File: config.mk
export PLATFORM = sky130hd
export DESIGN_NAME = matmul_result_writer_flat
export DESIGN_NICKNAME = d
export VERILOG_FILES = /design/src/rtl/matmul_result_writer_if.sv /design/src/rtl/matmul_result_writer.sv /design/src/flat_wrapper.sv
export SDC_FILE = /design/constraint.sdc
export NUM_CORES = 1
export LEC_CHECK = 0
export ABC_AREA = 1
export BUFFER_PORTS_ARGS = -buffer_cell sky130_fd_sc_hd__buf_2
export CAP_MARGIN = 15
export CORE_MARGIN = 2
export CORE_UTILIZATION = 45
export CTS_BUF_LIST = sky130_fd_sc_hd__clkbuf_8 sky130_fd_sc_hd__clkbuf_16
export DETAILED_ROUTE_END_ITERATION = 6
export GPL_TIMING_DRIVEN = 0
export PLACE_DENSITY = 0.77
export SETUP_SLACK_MARGIN = 0.15
export SLEW_MARGIN = 10
export SYNTH_ARGS = -nofsm -noshare
export SYNTH_HDL_FRONTEND = slang
export SYNTH_SLANG_ARGS = --single-unit
File: constraint.sdc
create_clock -name clk_i -period 5.94 [get_ports clk_i]
set_input_delay 0.891 -clock clk_i [delete_from_list [all_inputs] [get_ports clk_i]]
set_output_delay 0.891 -clock clk_i [all_outputs]
set_load 0.01 [all_outputs]
File: src/rtl/matmul_result_writer_if.sv
// Scratchpad write port between the matmul result writer and the scratchpad.
// The writer drives beats as master and the scratchpad answers with ready.
interface matmul_result_writer_if #(
  parameter int ADDR_WIDTH = 8,
  parameter int BUS_WIDTH  = 16
) ();
  logic                  wr_valid;
  logic                  wr_ready;
  logic [ADDR_WIDTH-1:0] wr_addr;
  logic [BUS_WIDTH-1:0]  wr_data;

  modport master (output wr_valid, output wr_addr, output wr_data, input wr_ready);
  modport slave  (input wr_valid, input wr_addr, input wr_data, output wr_ready);
endinterface

File: src/rtl/matmul_result_writer.sv
// Streams the captured systolic C matrix row-major into the scratchpad, then handshakes done.
// Define WRITER_FLAG_WORD_EN to append one beat carrying the captured PE overflow flags.
module matmul_result_writer #(
  parameter int DATA_WIDTH = 8,
  parameter int BUS_WIDTH  = 16,
  parameter int ADDR_WIDTH = 8,
  localparam int MAX_DIM   = BUS_WIDTH / DATA_WIDTH,
  localparam int N_ELEM    = MAX_DIM * MAX_DIM
) (
  input  logic                        clk_i,
  input  logic                        rst_ni,
  input  logic                        finish_mul_i,
  input  logic [N_ELEM*BUS_WIDTH-1:0] c_matrix_i,
  input  logic [N_ELEM-1:0]           flags_i,
  input  logic [1:0]                  n_dim_i,
  input  logic [1:0]                  m_dim_i,
  input  logic [ADDR_WIDTH-1:0]       base_addr_i,
  matmul_result_writer_if.master      wr,
  output logic                        finish_write_o,
  output logic                        busy_o,
  output logic                        ovf_o
);

  typedef enum logic [1:0] {
    IDLE,
    WRITE,
    DONE
`ifdef WRITER_FLAG_WORD_EN
    , FLAGS
`endif
  } state_e;

  localparam logic [1:0] DIM_MAX = 2'(MAX_DIM - 1);

  state_e                      state_q, state_d;
  logic [N_ELEM*BUS_WIDTH-1:0] c_q, c_sel;
  logic [1:0]                  n_q, m_q, row_q, col_q, row_d, col_d;
  logic [1:0]                  n_clamp, m_clamp;
  logic [ADDR_WIDTH-1:0]       base_q, base_sel;
  logic                        armed_q, load, beat, last_elem;
  logic                        valid_q, valid_d, finish_q, finish_d, busy_q, busy_d;
  logic                        ovf_q, ovf_cap;
  logic [ADDR_WIDTH-1:0]       addr_q, addr_d;
  logic [BUS_WIDTH-1:0]        data_q, data_d;
`ifdef WRITER_FLAG_WORD_EN
  logic [N_ELEM-1:0]           flags_q;
`endif

  assign n_clamp   = (n_dim_i > DIM_MAX) ? DIM_MAX : n_dim_i;
  assign m_clamp   = (m_dim_i > DIM_MAX) ? DIM_MAX : m_dim_i;
  assign beat      = valid_q & wr.wr_ready;
  assign last_elem = (row_q == n_q) && (col_q == m_q);
  // The first beat is produced in the capture cycle, so it must see the raw inputs.
  assign base_sel  = load ? base_addr_i : base_q;
  assign c_sel     = load ? c_matrix_i : c_q;

  always_comb begin
    ovf_cap = 1'b0;
    for (int c = 0; c < MAX_DIM; c++) begin
      for (int r = 0; r < MAX_DIM; r++) begin
        if (r <= int'(n_clamp) && c <= int'(m_clamp)) begin
          ovf_cap = ovf_cap | flags_i[r + c*MAX_DIM];
        end
      end
    end
  end

  always_ff @(posedge clk_i) begin
    if (!rst_ni) begin
      state_q  <= IDLE;
      valid_q  <= 1'b0;
      addr_q   <= '0;
      data_q   <= '0;
      finish_q <= 1'b0;
      busy_q   <= 1'b0;
    end else begin
      state_q  <= state_d;
      valid_q  <= valid_d;
      addr_q   <= addr_d;
      data_q   <= data_d;
      finish_q <= finish_d;
      busy_q   <= busy_d;
    end
  end

  // A job only starts after finish_mul_i has been seen low, so a level still held
  // high across a reset cannot launch a spurious write-back.
  always_ff @(posedge clk_i) begin
    if (!rst_ni) begin
      armed_q <= 1'b0;
      c_q     <= '0;
      n_q     <= '0;
      m_q     <= '0;
      base_q  <= '0;
      row_q   <= '0;
      col_q   <= '0;
      ovf_q   <= 1'b0;
`ifdef WRITER_FLAG_WORD_EN
      flags_q <= '0;
`endif
    end else begin
      if (!finish_mul_i) begin
        armed_q <= 1'b1;
      end else if (state_q != IDLE) begin
        armed_q <= 1'b0;
      end
      row_q <= row_d;
      col_q <= col_d;
      if (load) begin
        c_q     <= c_matrix_i;
        n_q     <= n_clamp;
        m_q     <= m_clamp;
        base_q  <= base_addr_i;
        ovf_q   <= ovf_cap;
`ifdef WRITER_FLAG_WORD_EN
        flags_q <= flags_i;
`endif
      end
    end
  end

  always_comb begin
    state_d = state_q;
    row_d   = row_q;
    col_d   = col_q;
    load    = 1'b0;
    case (state_q)
      IDLE: begin
        if (finish_mul_i && armed_q) begin
          state_d = WRITE;
          load    = 1'b1;
          row_d   = '0;
          col_d   = '0;
        end
      end
      WRITE: begin
        if (beat) begin
          if (last_elem) begin
`ifdef WRITER_FLAG_WORD_EN
            state_d = FLAGS;
`else
            state_d = DONE;
`endif
          end else if (col_q == m_q) begin
            col_d = '0;
            row_d = row_q + 2'd1;
          end else begin
            col_d = col_q + 2'd1;
          end
        end
      end
`ifdef WRITER_FLAG_WORD_EN
      FLAGS: begin
        if (beat) state_d = DONE;
      end
`endif
      DONE: begin
        if (!finish_mul_i) state_d = IDLE;
      end
      default: state_d = IDLE;
    endcase
  end

  always_comb begin
    valid_d  = 1'b0;
    addr_d   = '0;
    data_d   = '0;
    busy_d   = (state_d != IDLE);
    finish_d = (state_d == DONE);
    case (state_d)
      WRITE: begin
        valid_d = 1'b1;
        addr_d  = base_sel + ADDR_WIDTH'(int'(row_d) * MAX_DIM + int'(col_d));
        data_d  = c_sel[(int'(col_d) * MAX_DIM + int'(row_d)) * BUS_WIDTH +: BUS_WIDTH];
      end
`ifdef WRITER_FLAG_WORD_EN
      FLAGS: begin
        valid_d = 1'b1;
        addr_d  = base_q + ADDR_WIDTH'(N_ELEM);
        data_d  = BUS_WIDTH'(flags_q);
      end
`endif
      default: ;
    endcase
  end

  assign wr.wr_valid    = valid_q;
  assign wr.wr_addr     = addr_q;
  assign wr.wr_data     = data_q;
  assign finish_write_o = finish_q;
  assign busy_o         = busy_q;
  assign ovf_o          = ovf_q;

endmodule

File: src/flat_wrapper.sv
// flat-port wrapper written by rule: the top's interface ports become plain ports
module matmul_result_writer_flat 
#(
  parameter int DATA_WIDTH = 8,
  parameter int BUS_WIDTH  = 16,
  parameter int ADDR_WIDTH = 8,
  localparam int MAX_DIM   = BUS_WIDTH / DATA_WIDTH,
  localparam int N_ELEM    = MAX_DIM * MAX_DIM
)
  (clk_i, rst_ni, finish_mul_i, c_matrix_i, flags_i, n_dim_i, m_dim_i, base_addr_i, finish_write_o, busy_o, ovf_o, wr_wr_valid, wr_wr_addr, wr_wr_data, wr_wr_ready);
  matmul_result_writer_if #(.ADDR_WIDTH(ADDR_WIDTH), .BUS_WIDTH(BUS_WIDTH)) wr_i ();
  input  logic clk_i;
  input  logic rst_ni;
  input  logic finish_mul_i;
  input  logic [N_ELEM*BUS_WIDTH-1:0] c_matrix_i;
  input  logic [N_ELEM-1:0] flags_i;
  input  logic [1:0] n_dim_i;
  input  logic [1:0] m_dim_i;
  input  logic [ADDR_WIDTH-1:0] base_addr_i;
  output logic finish_write_o;
  output logic busy_o;
  output logic ovf_o;
  output wire logic [$bits(wr_i.wr_valid)-1:0] wr_wr_valid;
  output wire logic [$bits(wr_i.wr_addr)-1:0] wr_wr_addr;
  output wire logic [$bits(wr_i.wr_data)-1:0] wr_wr_data;
  input wire logic [$bits(wr_i.wr_ready)-1:0] wr_wr_ready;
  assign wr_wr_valid = wr_i.wr_valid;
  assign wr_wr_addr = wr_i.wr_addr;
  assign wr_wr_data = wr_i.wr_data;
  assign wr_i.wr_ready = wr_wr_ready;
  matmul_result_writer #(.DATA_WIDTH(DATA_WIDTH), .BUS_WIDTH(BUS_WIDTH), .ADDR_WIDTH(ADDR_WIDTH)) u_core (.clk_i(clk_i), .rst_ni(rst_ni), .finish_mul_i(finish_mul_i), .c_matrix_i(c_matrix_i), .flags_i(flags_i), .n_dim_i(n_dim_i), .m_dim_i(m_dim_i), .base_addr_i(base_addr_i), .wr(wr_i), .finish_write_o(finish_write_o), .busy_o(busy_o), .ovf_o(ovf_o));
endmodule
==> key figures, run 1 <==
Status
  – Status: finished, final reports clean

Die
  – Boundary Pins: 112
  – Die Area: 11700 um2
  – Row count: 38
  – Core area: roughly 11000 um2
  – Die W: 108 um
  – Starting Density: 0.456
  – Die H: 108 um

Timing
  – Setup Total Neg Slack: 0 ps
  – RSZ-0062 raised after global routing: false
  – Final setup vio count: 0
  – Final hold violation count: 0
  – Pins Over Slew Limit: 0
  – Fin crit period: 3370 ps
  – Final period util: 0.568
  – Hold slack final: 454 ps
  – Clk_skew: 14.6 ps
  – Slew HR: 0.632
  – Max frequency: roughly 0.3 GHz
  – Tightest Pin Transition: approximately 550 ps

Drt
  – Total wire length: ~13000 um
  – Via Count: 4445
  – Post-route ant nets: 0
  – Iter 0 DRT Violations: 318
  – DRT Pass-1 Iters: 5
  – DR WL/cell: 15.1 um
  – Vias/cell: 5.24
  – Drt drc: 0

Global routing
  – Largest net degree at the start of global routing: 20
  – First-pass GRT wire length: 20200 um
  – Vias in the first global route: between 4000 and 5000
  – M2 GR Usage: 0.379
  – Initial antenna violation count: 0
  – Met1 Track Usage GR: 0.281
  – GR Util met3: 0.0428
  – Tot GR Track Use: 0.222
  – GRT busiest layer: met2
  – Global route overflow: 0

Setup path
  – Crit path arrival time: roughly 3700 ps
  – Worst Setup End Kind: flip-flop
  – CP Launch Type: primary input
  – Data required, critical path: 6260 ps
  – Critical path class: in -> reg
  – CP max FO: 10

CTS
  – CTS Root Cell: clkbuf_8
  – Clock transition at the registers of the reported paths: roughly 110 ps
  – CTS Buf Count: 9
  – Clock latency on the worst-skew pair: 380 ps
  – CTS tree: built
  – Clock tree sinks: 111
  – Post-CTS setup buffers: 0
  – Htree depth: 3
  – CTS Hold Bufs: 0
  – Largest buffer count on any clock path: 2
  – Number of cells upsized or downsized after cts: 0

Synthesis
  – Synthesized area: 4870 um2
  – Post-synthesis sequential area ratio: 0.456
  – Syn avg cell area: 8.39 um2
  – Cell variety after synth: 38
  – Synth warn: 0
  – Flops & latches, synth: 111
  – Mapped Cells: 581
  – Syn_nets: 674

Hold path
  – Hold crit path type: reg -> reg

Pwr
  – Pwr dens: about 250 nW/um2
  – Leakage power total: 2.84 nW
  – Worst vdd ir: 0.000121 V

Finish
  – Commonest non-fill, non-tap cell in the layout: buf_2
  – Most frequent cells in the layout: buf_2 (123), dfxtp_1 (111), nor2_1 (88), nand2_1 (61), o21ai_0 (40)
  – Number of inserted diodes: 0
  – Area grow syn2layout: 19.4%
  – Final core occ: 0.544
  – Fill cells: a little over 1000
  – Fin nets: between 700 and 800
  – Share of post-route cells with drive strength above 1: 0.299

Job
  – Number of max-cap violations: 0

Place
  – Post-DP HPWL: ~10000 um
  – GP Congestion: around 0.94
  – IO Port Bufs: 111
flip-flops by register name, summed over array words and instances (netlist names), 2 cells and up:
register / cells
u_core.state_q: 2
u_core.col_q: 2
u_core.wr.wr_addr: 8
u_core.n_q: 2
u_core.m_q: 2
u_core.base_q: 8
u_core.c_q: 64
u_core.row_q: 2
u_core.wr.wr_data: 16
logic make-up (layout without fill, tap and decap cells):
logic type,after synthesis,count (layout),synth area share
compound gates,80,80,0.0939
simple gates,278,278,0.288
mux,33,33,0.0678
flops,111,111,0.456
buf+inv,68,195,0.0662
xor+xnor,2,2,0.00359
fa+ha+maj,9,9,0.0246
path summary, 6_finish.rpt:
check | from | slack [ps] | endpoint | cells after the start
worst max-delay path | finish_mul_i | 2570 | u_core.wr.wr_addr[7] | 19
worst min-delay path | u_core.n_q[1] | 450 | u_core.n_q[1] | 2
worst max register to register | u_core.state_q[0] | 2710 | u_core.wr.wr_addr[7] | 20
worst min register to register | u_core.n_q[1] | 450 | u_core.n_q[1] | 2
layer usage:
metal  vias to the layer above  part of all wire
met4                         0             0.020
li1                       2170                 -
met3                        26             0.078
met5                         -                 0
met2                       201              0.48
met1                      2048              0.42
Yosys cell counts:
library cell	count	area [um2]
clkbuf_1	17	63.8
nor2_4	1	11.3
a21oi_4	1	16.3
buf_8	1	15.0
nand2_2	5	31.3
fa_1	1	20.0
nor2_2	2	12.5
or2_2	32	200
dfxtp_1	111	2220
nor2_1	88	330
xnor2_1	2	17.5
nor2_8	2	40.0
nand3_4	1	17.5
nor3_1	2	10.0
o21a_1	1	7.51
or2_0	7	43.8
a21oi_2	10	87.6
o21ai_1	5	25.0
nand2_4	1	11.3
buf_2	12	60.1
nand4_1	34	213
nand4_4	1	21.3
inv_1	25	93.8
buf_6	4	45.0
nand3_1	37	185
ha_1	8	100
nand2_1	61	229
nand3_2	2	20.0
a211oi_1	1	7.51
inv_2	6	22.5
mux2i_1	33	330
a31oi_1	1	6.26
a21oi_1	20	100
nand2_8	1	20.0
o21bai_1	1	7.51
buf_4	3	22.5
o21ai_0	40	200
nor3b_1	1	7.51
worst max-delay path: stages:
cell,delay (ps)
buf_2,120
nand3_2,140
buf_2,230
buf_4,230
buf_2,260
o21ai_0,150
a21oi_1,210
ha_1,270
ha_1,280
inv_1,60
o21bai_1,200
nand2_1,80
nand2_1,80
nand2_1,60
nor2_1,120
nand2_1,90
nand2_1,60
nand2_1,50
nor2_1,100
area by class of cell:
| cell class | instances | area (um2) | area share |
|---|---|---|---|
| Multi-Input combinational cell | 402 | 2330 | 0.400 |
| Sequential cell | 111 | 2220 | 0.382 |
| Timing Repair Buffer | 111 | 556 | 0.0954 |
| Buffer | 37 | 206 | 0.0355 |
| Tap cell | 140 | 175 | 0.0301 |
| Clock buffer | 10 | 138 | 0.0236 |
| Inverter | 31 | 116 | 0.0200 |
| Clock inverter | 6 | 78.8 | 0.0135 |
power by group:
group / leakage, nW / internal (mW) / switching, mW
clock: 0.102 / 0.212 / 0.266
combinational: 1.83 / 0.0701 / 0.103
sequential: 0.903 / 0.774 / 0.00833
total: 2.84 / 1.06 / 0.377
per-stage QoR:
stage	setup WS [ps]	cell area (um2)	std cells	power [mW]
after detailed placement	2190	5610	832	0.970
final	2570	5820	848	1.43
after CTS	2580	5820	848	1.44
after global routing	2290	5820	848	1.49
after global placement	2270	5610	832	0.963
after floorplan	2720	4870	581	0.907
Power figures use the tool's default switching activity.
==> run 2: changes to the inputs <==
Clock period 5.94 ns to 3.54 ns, I/O delays scaled along.
==> run 2 against run 1 <==
Clock power increased by 68%. Sequential cell count unchanged. Power increased by 68%. Critical path depth increased by 1. Sequential power increased by 68%.
==> key figures, run 2 (synthesis results as in run 1) <==
Timing
  – RSZ-0062 raised after global routing: true (was false)
  – Final hold violation count: 0 (unchanged)
  – Tightest Pin Transition: 552 ps (about the same)
  – Final setup vio count: 0 (unchanged)
  – Fin crit period: ~3200 ps
  – Final period util: 0.901
  – Pins Over Slew Limit: 0 (unchanged)
  – Slew HR: 0.632 (about the same)
  – Clk_skew: 13.6 ps (was 14.6 ps)
  – Max frequency: 0.314 GHz
  – Setup Total Neg Slack: 0 ps (unchanged)

Setup path
  – CP max FO: 10 (unchanged)
  – Critical Path, Cell by Cell: nor2_2 > nand3_2 > buf_2 > buf_4 > buf_2 > nand3_1 > nand2_1 > ha_1 > ha_1 > ha_1 > inv_1 > o21bai_2 > nand2_1 > nand2_1 > nand2_1 > nor2_1 > nand2_1 > nand2_1 > nand2_1 > nor2_1 (was buf_2 > nand3_2 > buf_2 > buf_4 > buf_2 > o21ai_0 > a21oi_1 > ha_1 > ha_1 > inv_1 > o21bai_1 > nand2_1 > nand2_1 > nand2_1 > nor2_1 > nand2_1 > nand2_1 > nand2_1 > nor2_1)
  – Critical path class: reg -> reg (was in -> reg)
  – Data required, critical path: 3860 ps (was 6260 ps)
  – Crit path arrival time: 3510 ps (was 3690 ps)
  – CP delay by family, top: simple AND/OR/NAND/NOR gates (was buffers and inverters)
  – Worst path most repeated cell: nand2_1 (unchanged)
  – CP max stage cell: dfxtp_1 (was ha_1)
  – WP buf/inv: 4 (was 5)
  – Worst Setup End Kind: flip-flop (unchanged)
  – CP Launch Type: flip-flop (was primary input)
  – CP max stage delay: 340 ps (was 280 ps)

Finish
  – Number of inserted diodes: 0 (unchanged)
  – Fin nets: 796 (unchanged)
  – Cell Count, Final, Fillers Out: 848 (unchanged)
  – Commonest non-fill, non-tap cell in the layout: buf_2 (unchanged)
  – Largest Register: u_core.c_q (unchanged)
  – Area grow syn2layout: 19.5% (was 19.4%)
  – Share of post-route cells with drive strength above 1: 0.302 (was 0.299)
  – Largest register FFs: 64 (unchanged)
  – Post-route cell area: 5830 um2 (was 5820 um2)
  – Most frequent cells in the layout: buf_2 (123), dfxtp_1 (111), nor2_1 (88), nand2_1 (61), o21ai_0 (40) (unchanged)

Place
  – GP Congestion: 0.944 (unchanged)
  – IO Port Bufs: 111 (unchanged)
  – Post-DP HPWL: 9780 um (unchanged)
  – Post-Place Cells: 832 (unchanged)
  – Placed cell areas: 5610 um2 (unchanged)

Global routing
  – Global route overflow: 0 (unchanged)
  – Tot GR Track Use: 0.222 (unchanged)
  – Vias in the first global route: 4305 (unchanged)
  – Initial antenna violation count: 0 (unchanged)
  – First-pass GRT wire length: 20200 um (unchanged)
  – Largest net degree at the start of global routing: 20 (unchanged)

CTS
  – Clock latency on the worst-skew pair: 380 ps (about the same)
  – CTS Hold Bufs: 0 (unchanged)
  – CTS Buf Count: 9 (unchanged)
  – CTS tree: built (unchanged)
  – Clock transition at the registers of the reported paths: 100 ps (was 110 ps)
  – Clock tree sinks: 111 (unchanged)
  – Post-CTS setup buffers: 0 (unchanged)
  – CTS Root Cell: clkbuf_8 (unchanged)
  – Number of cells upsized or downsized after cts: 0 (unchanged)
  – Htree depth: 3 (unchanged)
  – Largest buffer count on any clock path: 2 (unchanged)

Die
  – Die H: 108 um (unchanged)
  – Boundary Pins: 112 (unchanged)
  – Core area: 10700 um2 (unchanged)
  – Row count: 38 (unchanged)
  – Die Area: 11700 um2 (unchanged)
  – Die W: 108 um (unchanged)
  – Starting Density: 0.456 (unchanged)

Drt
  – Iter 0 DRT Violations: 394 (was 318)
  – DRT Pass-1 Iters: 5 (unchanged)
  – Vias/cell: 5.19 (was 5.24)
  – DR WL/cell: 15.0 um (was 15.1 um)
  – Drt drc: 0 (unchanged)
  – Total wire length: 12700 um (was 12800 um)
  – Via Count: 4403 (was 4445)
  – Post-route ant nets: 0 (unchanged)

Pwr
  – Pwr dens: 413 nW/um2 (was 246 nW/um2)
  – Worst vdd ir: 0.000204 V (was 0.000121 V)
  – Leakage power total: 2.84 nW (about the same)

Status
  – Status: finished, final reports clean (unchanged)

Job
  – Number of max-cap violations: 0 (unchanged)

Hold path
  – Hold crit path type: in -> reg (was reg -> reg)
[run 2: worst paths after layout]
check,startpoint,to,slack [ps],cells after the start
max,u_core.state_q[0],u_core.wr.wr_addr[7],350,20
max reg2reg,u_core.state_q[0],u_core.wr.wr_addr[7],350,20
min,finish_mul_i,u_core.armed_q,380,2
min reg2reg,u_core.n_q[1],u_core.n_q[1],450,2
[run 2: metrics by stage]
stage	utilization	hold slack, ps	total power [mW]	setup WS, ps
floorplan	-	428	1.52	683
global placement	0.524	438	1.62	230
detailed placement	0.524	441	1.63	152
CTS	0.544	370	2.41	303
global route	0.545	375	2.50	103
finish	0.545	382	2.41	351
[run 2: final cells by class]
| cell class | count | area, um2 |
|---|---|---|
| sequential | 111 | 2220 |
| timing repair buffer | 111 | 556 |
| buffer | 37 | 208 |
| tap | 140 | 175 |
| inverter | 31 | 116 |
| fill | 1013 | 4870 |
| clock inverter | 6 | 78.8 |
| clock buffer | 10 | 138 |
| multi-input combinational | 402 | 2330 |
[run 2: metal layers]
metal / routed length (um) / global-route usage
met1: 5450 / 0.281
met2: 6180 / 0.379
met5: 0 / 0
met3: 894 / 0.0428
met4: 227 / 0.0788
[run 2: power breakdown]
part	internal (mW)	switching (mW)
registers	1.30	0.0141
logic	0.118	0.173
clock network	0.356	0.446
==> run 3: changes to the inputs <==
Settings changed: PLACE_DENSITY 0.77 to 0.78.
==> run 3 against run 2 <==
Wire length down 3.2%. Largest power group unchanged. Non-clock buffer count unchanged. First-iteration DRC count down 41%. Combinational power barely moved. Critical path depth unchanged. Via count is 1.6% lower. Sequential share of layout area grew 0.24 points.
==> key figures, run 3 (synthesis results as in run 1) <==
Finish
  – Commonest non-fill, non-tap cell in the layout: buf_2 (unchanged)
  – Share of post-route cells with drive strength above 1: 0.298 (was 0.302)
  – Largest register FFs: 64 (unchanged)
  – Most frequent cells in the layout: buf_2 (121), dfxtp_1 (111), nor2_1 (87), nand2_1 (61), o21ai_0 (40) (was buf_2 (123), dfxtp_1 (111), nor2_1 (88), nand2_1 (61), o21ai_0 (40))
  – Number of inserted diodes: 0 (unchanged)
  – Area grow syn2layout: 18.8% (was 19.5%)
  – Final core occ: 0.541 (was 0.545)
  – Largest Register: u_core.c_q (unchanged)
  – Fin nets: 796 (unchanged)

Drt
  – Drt drc: 0 (unchanged)
  – DR WL/cell: 14.6 um (was 15.0 um)
  – Post-route ant nets: 0 (unchanged)
  – DRT Pass-1 Iters: 5 (unchanged)
  – Vias/cell: 5.11 (was 5.19)
  – Iter 0 DRT Violations: 233 (was 394)
  – Total wire length: 12300 um (was 12700 um)
  – Via Count: 4334 (was 4403)

Pwr
  – Total Power: 2.29 mW (was 2.41 mW)
  – Pwr dens: 396 nW/um2 (was 413 nW/um2)
  – Worst vdd ir: 0.000186 V (was 0.000204 V)
  – Logic pwr share: 0.126 (was 0.121)
  – Leakage power total: 2.84 nW (about the same)
  – Seq pwr share: 0.572 (was 0.545)
  – Switching Fraction: 0.263 (was 0.264)
  – P_int: 1.69 mW (was 1.77 mW)
  – Clock share of power: 0.302 (was 0.334)
  – Switching Power: 0.603 mW (was 0.634 mW)

Setup path
  – Data required, critical path: 3860 ps (about the same)
  – Crit path arrival time: 3420 ps (was 3510 ps)
  – CP Launch Type: flip-flop (unchanged)
  – Worst r2r path cells: 20 (unchanged)
  – FF-to-FF Start: u_core.state_q[0] (unchanged)
  – Critical path class: reg -> reg (unchanged)
  – CP max FO: 10 (unchanged)
  – R2r setup slk: 450 ps (was 350 ps)
  – Setup crit start: u_core.state_q[0] (unchanged)
  – Worst Setup End Kind: flip-flop (unchanged)
  – Worst R2R End: u_core.wr.wr_addr[7] (unchanged)
  – Worst setup endpoint: u_core.wr.wr_addr[7] (unchanged)

Die
  – Core area: 10700 um2 (unchanged)
  – Die H: 108 um (unchanged)
  – Die W: 108 um (unchanged)
  – Boundary Pins: 112 (unchanged)
  – Die Area: 11700 um2 (unchanged)
  – Row count: 38 (unchanged)
  – Starting Density: 0.456 (unchanged)

Job
  – Number of max-cap violations: 0 (unchanged)

Timing
  – RSZ-0062 raised after global routing: false (was true)
  – Final period util: 0.874 (was 0.901)
  – Fin crit period: 3090 ps (was 3190 ps)
  – Pins Over Slew Limit: 0 (unchanged)
  – Final hold violation count: 0 (unchanged)
  – Final setup vio count: 0 (unchanged)
  – Setup Total Neg Slack: 0 ps (unchanged)
  – Clk_skew: 16.8 ps (was 13.6 ps)
  – Max frequency: 0.323 GHz (was 0.314 GHz)
  – Slew HR: 0.658 (was 0.632)
  – Tightest Pin Transition: 512 ps (was 552 ps)

Place
  – GP Congestion: 0.899 (was 0.944)
  – IO Port Bufs: 111 (unchanged)
  – Post-DP HPWL: 9660 um (was 9780 um)

Global routing
  – First-pass GRT wire length: 19800 um (was 20200 um)
  – Global route overflow: 0 (unchanged)
  – Vias in the first global route: 4098 (was 4305)
  – Largest net degree at the start of global routing: 18 (was 20)
  – Initial antenna violation count: 0 (unchanged)
  – Tot GR Track Use: 0.219 (was 0.222)

CTS
  – CTS Hold Bufs: 0 (unchanged)
  – Largest buffer count on any clock path: 2 (unchanged)
  – Htree depth: 3 (unchanged)
  – Clock latency on the worst-skew pair: 380 ps (about the same)
  – Clock transition at the registers of the reported paths: 100 ps (about the same)
  – CTS Root Cell: clkbuf_8 (unchanged)
  – Clock tree sinks: 111 (unchanged)
  – CTS Buf Count: 9 (unchanged)
  – CTS tree: built (unchanged)

Hold path
  – Hold crit path type: in -> reg (unchanged)
  – Hold path startpoint: finish_mul_i (unchanged)

Status
  – Status: finished, final reports clean (unchanged)
-- run 3: cell type report --
class / count / area, um2
Sequential cell: 111 / 2220
Buffer: 37 / 213
Tap cell: 140 / 175
Clock inverter: 6 / 38.8
Multi-Input combinational cell: 402 / 2330
Inverter: 31 / 116
Timing Repair Buffer: 111 / 556
Fill cell: 1004 / 4910
Clock buffer: 10 / 138
-- run 3: power by group through the flow --
stage | Sequential, mW | Clock (mW) | Combinational (mW)
final | 1.31 | 0.694 | 0.289
after global placement | 1.34 | 0 | 0.279
after CTS | 1.31 | 0.713 | 0.288
after floorplan | 1.34 | 0 | 0.182
after global routing | 1.32 | 0.757 | 0.324
after detailed placement | 1.34 | 0 | 0.286
-- run 3: metrics by stage --
| step | hold WS [ps] | setup WS (ps) | instances | cell area, um2 |
|---|---|---|---|---|
| 6_report | 401 | 445 | 848 | 5790 |
| 3_5_place_dp | 459 | 139 | 832 | 5610 |
| 3_3_place_gp | 439 | 213 | 832 | 5610 |
| 4_1_cts | 387 | 359 | 848 | 5780 |
| 2_1_floorplan | 428 | 683 | 581 | 4870 |
| 5_1_grt | 396 | 175 | 848 | 5790 |
-- run 3: worst min path at each step --
| stage | endpoint | slack, ps | cells past startpoint |
|---|---|---|---|
| final | u_core.armed_q | 400 | 2 |
| after global routing | u_core.armed_q | 400 | 2 |
| after CTS | u_core.armed_q | 390 | 2 |
| after global placement | u_core.n_q[1] | 440 | 2 |
| after detailed placement | u_core.n_q[1] | 460 | 2 |
| after floorplan | u_core.n_q[1] | 430 | 2 |
-- run 3: critical path: stages, from the launching register on --
cell and delay, ps:
dfxtp_1 340, nor2_2 140, nand3_2 150, clkbuf_4 220, buf_4 200, clkbuf_4 210, nand3_1 120, nand2_1 90
ha_1 210, ha_1 270, ha_1 270, inv_1 50, o21bai_1 190, nand2_1 80, nand2_1 90, nand2_1 60
nor2_2 110, nand2_1 70, nand2_1 60, nand2_1 40, nor2_1 80
-- run 3: per-layer routing --
metal,track usage,vias up,part of all wire
li1,-,2178,-
met1,0.284,1991,0.43
met2,0.358,142,0.48
met3,0.0404,23,0.066
met4,0.0952,0,0.025
met5,0,-,0
-- run 3: repair_timing --
| item | 4_1_cts | 5_1_grt |
|---|---|---|
| setup buffers | 0 | 0 |
| setup endpoints to repair | 0 | 11 |
| gates resized for setup | 0 | 5 |
